==> src/rtl/toggle_event_decoder_if.sv <==
// toggle_event_decoder_if: bundles the toggle line, the pending-event
// handshake and the status outputs of toggle_event_decoder.
//
// Handshake: evt_valid is high while at least one detected event is
// pending. One event is consumed on every rising clk edge where both
// evt_valid and evt_ready are high. evt_valid does not depend
// combinationally on evt_ready. evt_ready may be held high while evt_valid
// is low; that has no effect.
interface toggle_event_decoder_if #(
    parameter int CNT_W  = 8,
    parameter int PEND_W = 4
);
    logic              t_in;
    logic              evt_ready;
    logic              clr_ovf;
    logic              pulse;
    logic              evt_valid;
    logic [PEND_W-1:0] pending;
    logic [CNT_W-1:0]  evt_count;
    logic              overflow;

    // Decoder side.
    modport master (
        input  t_in, evt_ready, clr_ovf,
        output pulse, evt_valid, pending, evt_count, overflow
    );

    // Transmitter and consumer side.
    modport slave (
        output t_in, evt_ready, clr_ovf,
        input  pulse, evt_valid, pending, evt_count, overflow
    );
endinterface

==> src/rtl/toggle_event_decoder.sv <==
// toggle_event_decoder: synchronises an asynchronous toggle line into clk.
// Each level change is turned into a one-cycle pulse and a queued pending
// event. The block also keeps a wrapping event count and a sticky overflow
// flag.
//
// Optional build macro TOGGLE_DEC_GLITCH_FILTER_EN: a change is accepted only
// if the synchroniser output differs from the reference level on two
// consecutive cycles. This adds one cycle of latency.
module toggle_event_decoder #(
    parameter int SYNC_STAGES = 2,
    parameter int CNT_W       = 8,
    parameter int PEND_W      = 4
) (
    input  logic                          clk,
    input  logic                          reset,
    toggle_event_decoder_if.master        bus,
    output logic                          o_dbg_state
);
    localparam int                PRIME_W    = $clog2(SYNC_STAGES);
    localparam logic [PRIME_W-1:0] PRIME_LAST = PRIME_W'(SYNC_STAGES - 1);
    localparam logic [PEND_W-1:0]  PEND_MAX   = '1;

    typedef enum logic {
        ST_PRIME = 1'b0,
        ST_RUN   = 1'b1
    } state_t;

    state_t                 r_state;
    logic [PRIME_W-1:0]     r_prime_cnt;
    logic [SYNC_STAGES-1:0] r_sync;
    logic                   r_ref;
    logic                   r_pulse;
    logic                   r_evt_valid;
    logic [PEND_W-1:0]      r_pending;
    logic [CNT_W-1:0]       r_evt_count;
    logic                   r_overflow;
`ifdef TOGGLE_DEC_GLITCH_FILTER_EN
    logic                   r_filt;
`endif

    logic [SYNC_STAGES-1:0] w_sync_next;
    logic                   w_sync_out;
    logic                   w_differ;
    logic                   w_toggle;
    logic                   w_accept;
    logic [PEND_W-1:0]      w_pending_next;
    logic                   w_ovf_set;

    assign w_sync_next = {r_sync[SYNC_STAGES-2:0], bus.t_in};
    assign w_sync_out  = r_sync[SYNC_STAGES-1];
    assign w_differ    = (r_state == ST_RUN) && (w_sync_out != r_ref);
`ifdef TOGGLE_DEC_GLITCH_FILTER_EN
    assign w_toggle    = w_differ && r_filt;
`else
    assign w_toggle    = w_differ;
`endif
    assign w_accept    = r_evt_valid && bus.evt_ready;

    // Pending-count arithmetic. It saturates at the maximum and flags overflow instead of wrapping.
    always_comb begin
        w_pending_next = r_pending;
        w_ovf_set      = 1'b0;
        if (w_toggle && !w_accept) begin
            if (r_pending == PEND_MAX) begin
                w_ovf_set = 1'b1;
            end else begin
                w_pending_next = r_pending + 1'b1;
            end
        end else if (!w_toggle && w_accept) begin
            // evt_valid mirrors pending != 0, so this cannot underflow.
            w_pending_next = r_pending - 1'b1;
        end
    end

    // Synchroniser, PRIME/RUN state machine and all registered outputs.
    always_ff @(posedge clk) begin
        if (reset) begin
            r_state     <= ST_PRIME;
            r_prime_cnt <= '0;
            r_sync      <= '0;
            r_ref       <= 1'b0;
            r_pulse     <= 1'b0;
            r_evt_valid <= 1'b0;
            r_pending   <= '0;
            r_evt_count <= '0;
            r_overflow  <= 1'b0;
`ifdef TOGGLE_DEC_GLITCH_FILTER_EN
            r_filt      <= 1'b0;
`endif
        end else begin
            r_sync      <= w_sync_next;
            r_pulse     <= w_toggle;
            r_pending   <= w_pending_next;
            r_evt_valid <= (w_pending_next != '0);
            if (w_toggle) begin
                r_evt_count <= r_evt_count + 1'b1;
            end
            // Overflow is set and then cleared; if both happen in one cycle, the set wins.
            if (w_ovf_set) begin
                r_overflow <= 1'b1;
            end else if (bus.clr_ovf) begin
                r_overflow <= 1'b0;
            end
            case (r_state)
                ST_PRIME: begin
`ifdef TOGGLE_DEC_GLITCH_FILTER_EN
                    r_filt <= 1'b0;
`endif
                    if (r_prime_cnt == PRIME_LAST) begin
                        // Take the level the chain is about to present. This way, a line
                        // that was already high through reset does not count as an event.
                        r_ref   <= w_sync_next[SYNC_STAGES-1];
                        r_state <= ST_RUN;
                    end else begin
                        r_prime_cnt <= r_prime_cnt + 1'b1;
                    end
                end
                ST_RUN: begin
`ifdef TOGGLE_DEC_GLITCH_FILTER_EN
                    if (w_toggle) begin
                        r_ref  <= w_sync_out;
                        r_filt <= 1'b0;
                    end else begin
                        r_filt <= w_differ;
                    end
`else
                    if (w_toggle) begin
                        r_ref <= w_sync_out;
                    end
`endif
                end
                default: r_state <= ST_PRIME;
            endcase
        end
    end

    assign bus.pulse     = r_pulse;
    assign bus.evt_valid = r_evt_valid;
    assign bus.pending   = r_pending;
    assign bus.evt_count = r_evt_count;
    assign bus.overflow  = r_overflow;
    assign o_dbg_state   = r_state;
endmodule
==> src/flat_wrapper.sv <==
// flat-port wrapper written by rule: the top's interface ports become plain ports
module toggle_event_decoder_flat 
#(
    parameter int SYNC_STAGES = 2,
    parameter int CNT_W       = 8,
    parameter int PEND_W      = 4
)
  (clk, reset, o_dbg_state, bus_t_in, bus_evt_ready, bus_clr_ovf, bus_pulse, bus_evt_valid, bus_pending, bus_evt_count, bus_overflow);
  toggle_event_decoder_if #(.CNT_W(CNT_W), .PEND_W(PEND_W)) bus_i ();
  input  logic clk;
  input  logic reset;
  output logic o_dbg_state;
  input wire logic [$bits(bus_i.t_in)-1:0] bus_t_in;
  input wire logic [$bits(bus_i.evt_ready)-1:0] bus_evt_ready;
  input wire logic [$bits(bus_i.clr_ovf)-1:0] bus_clr_ovf;
  output wire logic [$bits(bus_i.pulse)-1:0] bus_pulse;
  output wire logic [$bits(bus_i.evt_valid)-1:0] bus_evt_valid;
  output wire logic [$bits(bus_i.pending)-1:0] bus_pending;
  output wire logic [$bits(bus_i.evt_count)-1:0] bus_evt_count;
  output wire logic [$bits(bus_i.overflow)-1:0] bus_overflow;
  assign bus_i.t_in = bus_t_in;
  assign bus_i.evt_ready = bus_evt_ready;
  assign bus_i.clr_ovf = bus_clr_ovf;
  assign bus_pulse = bus_i.pulse;
  assign bus_evt_valid = bus_i.evt_valid;
  assign bus_pending = bus_i.pending;
  assign bus_evt_count = bus_i.evt_count;
  assign bus_overflow = bus_i.overflow;
  toggle_event_decoder #(.SYNC_STAGES(SYNC_STAGES), .CNT_W(CNT_W), .PEND_W(PEND_W)) u_core (.clk(clk), .reset(reset), .bus(bus_i), .o_dbg_state(o_dbg_state));
endmodule
==> config.mk <==
export PLATFORM = sky130hd
export DESIGN_NAME = toggle_event_decoder_flat
export DESIGN_NICKNAME = d
export VERILOG_FILES = /design/src/rtl/toggle_event_decoder_if.sv /design/src/rtl/toggle_event_decoder.sv /design/src/flat_wrapper.sv
export SDC_FILE = /design/constraint.sdc
export NUM_CORES = 1
export LEC_CHECK = 0
export CAP_MARGIN = 20
export CORE_MARGIN = 3
export CORE_UTILIZATION = 43
export CTS_BUF_LIST = sky130_fd_sc_hd__clkbuf_4 sky130_fd_sc_hd__clkbuf_8 sky130_fd_sc_hd__clkbuf_16
export CTS_CLUSTER_DIAMETER = 150
export CTS_CLUSTER_SIZE = 24
export DETAILED_ROUTE_END_ITERATION = 6
export MAX_ROUTING_LAYER = met4
export PLACE_DENSITY = 0.77
export SYNTH_ARGS = -nofsm -noshare
export SYNTH_HDL_FRONTEND = slang
export SYNTH_SLANG_ARGS = --single-unit
export TNS_END_PERCENT = 10
==> constraint.sdc <==
create_clock -name clk -period 1.51 [get_ports clk]
set_input_delay 0.151 -clock clk [delete_from_list [all_inputs] [get_ports clk]]
set_output_delay 0.151 -clock clk [all_outputs]
set_load 0.01 [all_outputs]
==> metrics.csv <==
stage,metric,value,unit
yosys,post-synthesis mux area share,2.19,%
global_routing,largest net degree at the start of global routing,13,
timing,Final setup viols,1,
yosys,post-synth top area share,43.7,%
global_routing,antenna violations before repair,0,
yosys,post-synthesis sequential area ratio,43.7,%
floorplanning,site row count,16,
place,Place WS,-278,ps
floorplanning,Core Box Area,1980,um^2
route,1st-iter DRT viols,17,
route,WL/cell,13.8,um
route,Remaining DRCs,0,
worst_hold_path,hold path endpoint,u_core.r_sync[0],
clock_network,total CTS buffers,3,
yosys,adder and majority gate portion of the synthesized area,4.10,%
clock_network,Root Buffer Master,clkbuf_4,
critical_path,Worst Setup SP,u_core.bus.pending[0],
timing,Final Hold Viols,0,
yosys,Synth Area in Simple Gates,22.0,%
place,PortBufs,20,
global_routing,number of global-route vias before repair,814,
global_routing,first-pass GRT wire length,3.71,mm
critical_path,critical path peak fanout,3,
critical_path,Setup crit start kind,flip-flop,
yosys,Synth Area in XOR/XNOR,9.43,%
yosys,Mapped Area,916,um^2
worst_hold_path,HP Class,in -> reg,
timing,slew margin rel.,78.4,%
place,placed insts,158,
finish,layout cells sized above 1,29.4,%
timing,setup TNS,-181,ps
route,Detailed Route WL,2.25,mm
finish,Layout Nets,146,
finish,"commonest non-fill, non-tap cell in the layout",clkdlybuf4s50_1,
critical_path,Critical Path Sink Type,flip-flop,
global_routing,Overflow after GRT,0,
floorplanning,Die Ht,52.2,um
status,status,"complete, but fails checks",
power,VDD IR max,0.000615,V
yosys,syn_nets,108,
global_routing,total global-route track usage,18.9,%
power,Leakage,0.574,nW
timing,Slew @ Worst Pin,321,ps
timing,hold slack,416,ps
timing,Clock Skews,9.49,ps
timing,Tmin final,1690,ps
clock_network,TritonCTS clock tree,yes,
finish,Non-Filler Instances,163,
yosys,Synth area leaders,"dfxtp_1 44%, nor2_1 4.9%, ha_1 4.1%, a21oi_1 3.8%, xnor2_1 3.8%",
timing,Final WS setup,-181,ps
power,pwr dens,1160,nW/um^2
yosys,Cells after Synth,100,
worst_hold_path,hold_sp,bus_t_in,
finish,Diodes inserted,0,
clock_network,"CTS clk-pin slew, worst paths",110,ps
floorplanning,Starting Density,46.2,%
critical_path,"Req. time, crit path",1700,ps
critical_path,Worst EP arrival,1880,ps
timing,final worst-path cycle share,112,%
route,first drt pass iteration count,4,
yosys,distinct cell type count after synthesis,33,
critical_path,Reg2Reg Setup Slack,-180,ps
yosys,largest family of logic cells by synthesized area,simple AND/OR/NAND/NOR gates,
yosys,Seq cells post-synth,20,
clock_network,clock sink count,20,
floorplanning,Die W,52.2,um
place,routability cong.,0.871,
worst_hold_path,hold path cells,2,
timing,RSZ-0062 raised after global routing,yes,
timing,max-slew violations,0,
route,Vias/cell,5.26,
finish,area overhead of the layout relative to synthesis,49.0,%
run,max cap viols,0,
status,failing checks,negative setup slack,
critical_path,reg2reg start,u_core.bus.pending[0],
yosys,complex-gate fraction of the synthesized area,14.5,%
critical_path,Reg2Reg Depth,6,
timing,Peak Freq,0.591,GHz
critical_path,Worst R2R End,u_core.bus.evt_valid,
floorplanning,Die Footprint,2720,um^2
clock_network,number of H-tree levels,1,
clock_network,CTS max path bufs,2,
route,via count,858,
finish,most frequent cells in the layout,"17 x clkdlybuf4s50_1, 14 x buf_4, 14 x dfxtp_1",
yosys,Yosys warning total,0,
critical_path,Crit Path Category,reg -> reg,
yosys,cell accounting for the most synthesized area,dfxtp_1,
floorplanning,I/O pin cnt,21,
route,Routed Antenna Nets,0,
yosys,Syn Area/Cell,9.16,um^2
place,post-detail-place hpwl,1.51,mm
clock_network,"Clk Latency, worst-skew pair",290,ps
clock_network,CTS Hold Bufs,0,
[layout make-up]
cell class / instances / area (um^2)
fill: 146 / 617
sequential: 20 / 410
tap: 27 / 33.8
clock buffer: 3 / 22.5
timing repair buffer: 36 / 340
multi-input combinational: 71 / 536
inverter: 6 / 22.5
[repair_timing]
action / CTS / global route
pin swaps: 0 / 2
setup buffers: 1 / 1
gates resized for setup: 6 / 9
endpoints found under the setup margin: 2 / 4
[stage by stage]
| step | area, um^2 | utilization (%) | power [W] |
|---|---|---|---|
| 2_1_floorplan | 930 | - | 0.000953 |
| 3_3_place_gp | 1270 | 63.9 | 0.00120 |
| 3_5_place_dp | 1270 | 63.9 | 0.00122 |
| 4_1_cts | 1320 | 66.5 | 0.00150 |
| 5_1_grt | 1370 | 68.9 | 0.00167 |
| 6_report | 1370 | 68.9 | 0.00158 |
[cells in the mapped netlist]
cell / number
dfxtp_1: 20
nor2_1: 12
a21oi_1: 7
inv_1: 6
nand2_1: 5
nand3_1: 4
xnor2_1: 4
xor2_1: 4
ha_1: 3
nand4_1: 3
nor3_1: 3
a31oi_1: 2
and3_1: 2
clkbuf_1: 2
mux2i_1: 2
nor2b_1: 2
o21ai_0: 2
or3_1: 2
a2111o_1: 1
a211o_2: 1
a211oi_1: 1
and2_1: 1
and4_1: 1
buf_4: 1
nand4_2: 1
nor2_4: 1
nor3b_1: 1
o211a_1: 1
o21ai_2: 1
o22ai_1: 1
o2bb2ai_1: 1
o31ai_2: 1
xor2_2: 1
[registers in the layout (all words and copies together) (netlist names)]
register / flops
u_core.bus.evt_count: 8
u_core.bus.overflow: 1
u_core.bus.evt_valid: 1
u_core.r_prime_cnt: 1
u_core.r_ref: 1
u_core.r_sync: 2
u_core.o_dbg_state: 1
u_core.bus.pending: 4
u_core.bus.pulse: 1
[worst max-delay path by stage]
stage                                 to  slack [ps]  cells after the start
floorplan           u_core.bus.evt_valid           8                      6
global placement    u_core.bus.evt_valid        -190                      6
detailed placement  u_core.bus.evt_valid        -280                      6
CTS                 u_core.bus.evt_valid         -60                      5
global route        u_core.bus.evt_valid        -210                      6
finish              u_core.bus.evt_valid        -180                      6
[layer usage]
metal  global-route usage (%)  up-vias  part of all wire, %
met4                     9.36        0                 0.40
li1                         -      425                    -
met3                     3.15        2                  4.1
met5                        -        -                    0
met1                     24.5      407                   43
met2                     28.5       24                   52
[critical path, cell delays in order, from the launching register on]
cell and delay, ps:
dfxtp_2 350, buf_4 130, or3_1 340, a211o_2 320
o31ai_4 70, o2bb2ai_2 80, a2111o_1 290
[report_power, final]
part / internal (W) / leakage, nW / switching, W
Clock: 0.0000927 / 0.0138 / 0.000154
Sequential: 0.000601 / 0.166 / 0.0000616
Combinational: 0.000357 / 0.395 / 0.000314
Total: 0.00105 / 0.574 / 0.000530
[kinds of logic (layout without fill, tap and decap cells)]
logic type               count (synthesis)  after routing
adder cells (fa/ha/maj)                  3              3
flip-flops                              20             20
buffers and inverters                    9             45
multiplexers                             2              2
XOR/XNOR                                 9              9
AO/OA/AOI/OAI                           19             19
AND/OR/NAND/NOR                         38             38
Power figures use the tool's default switching activity.
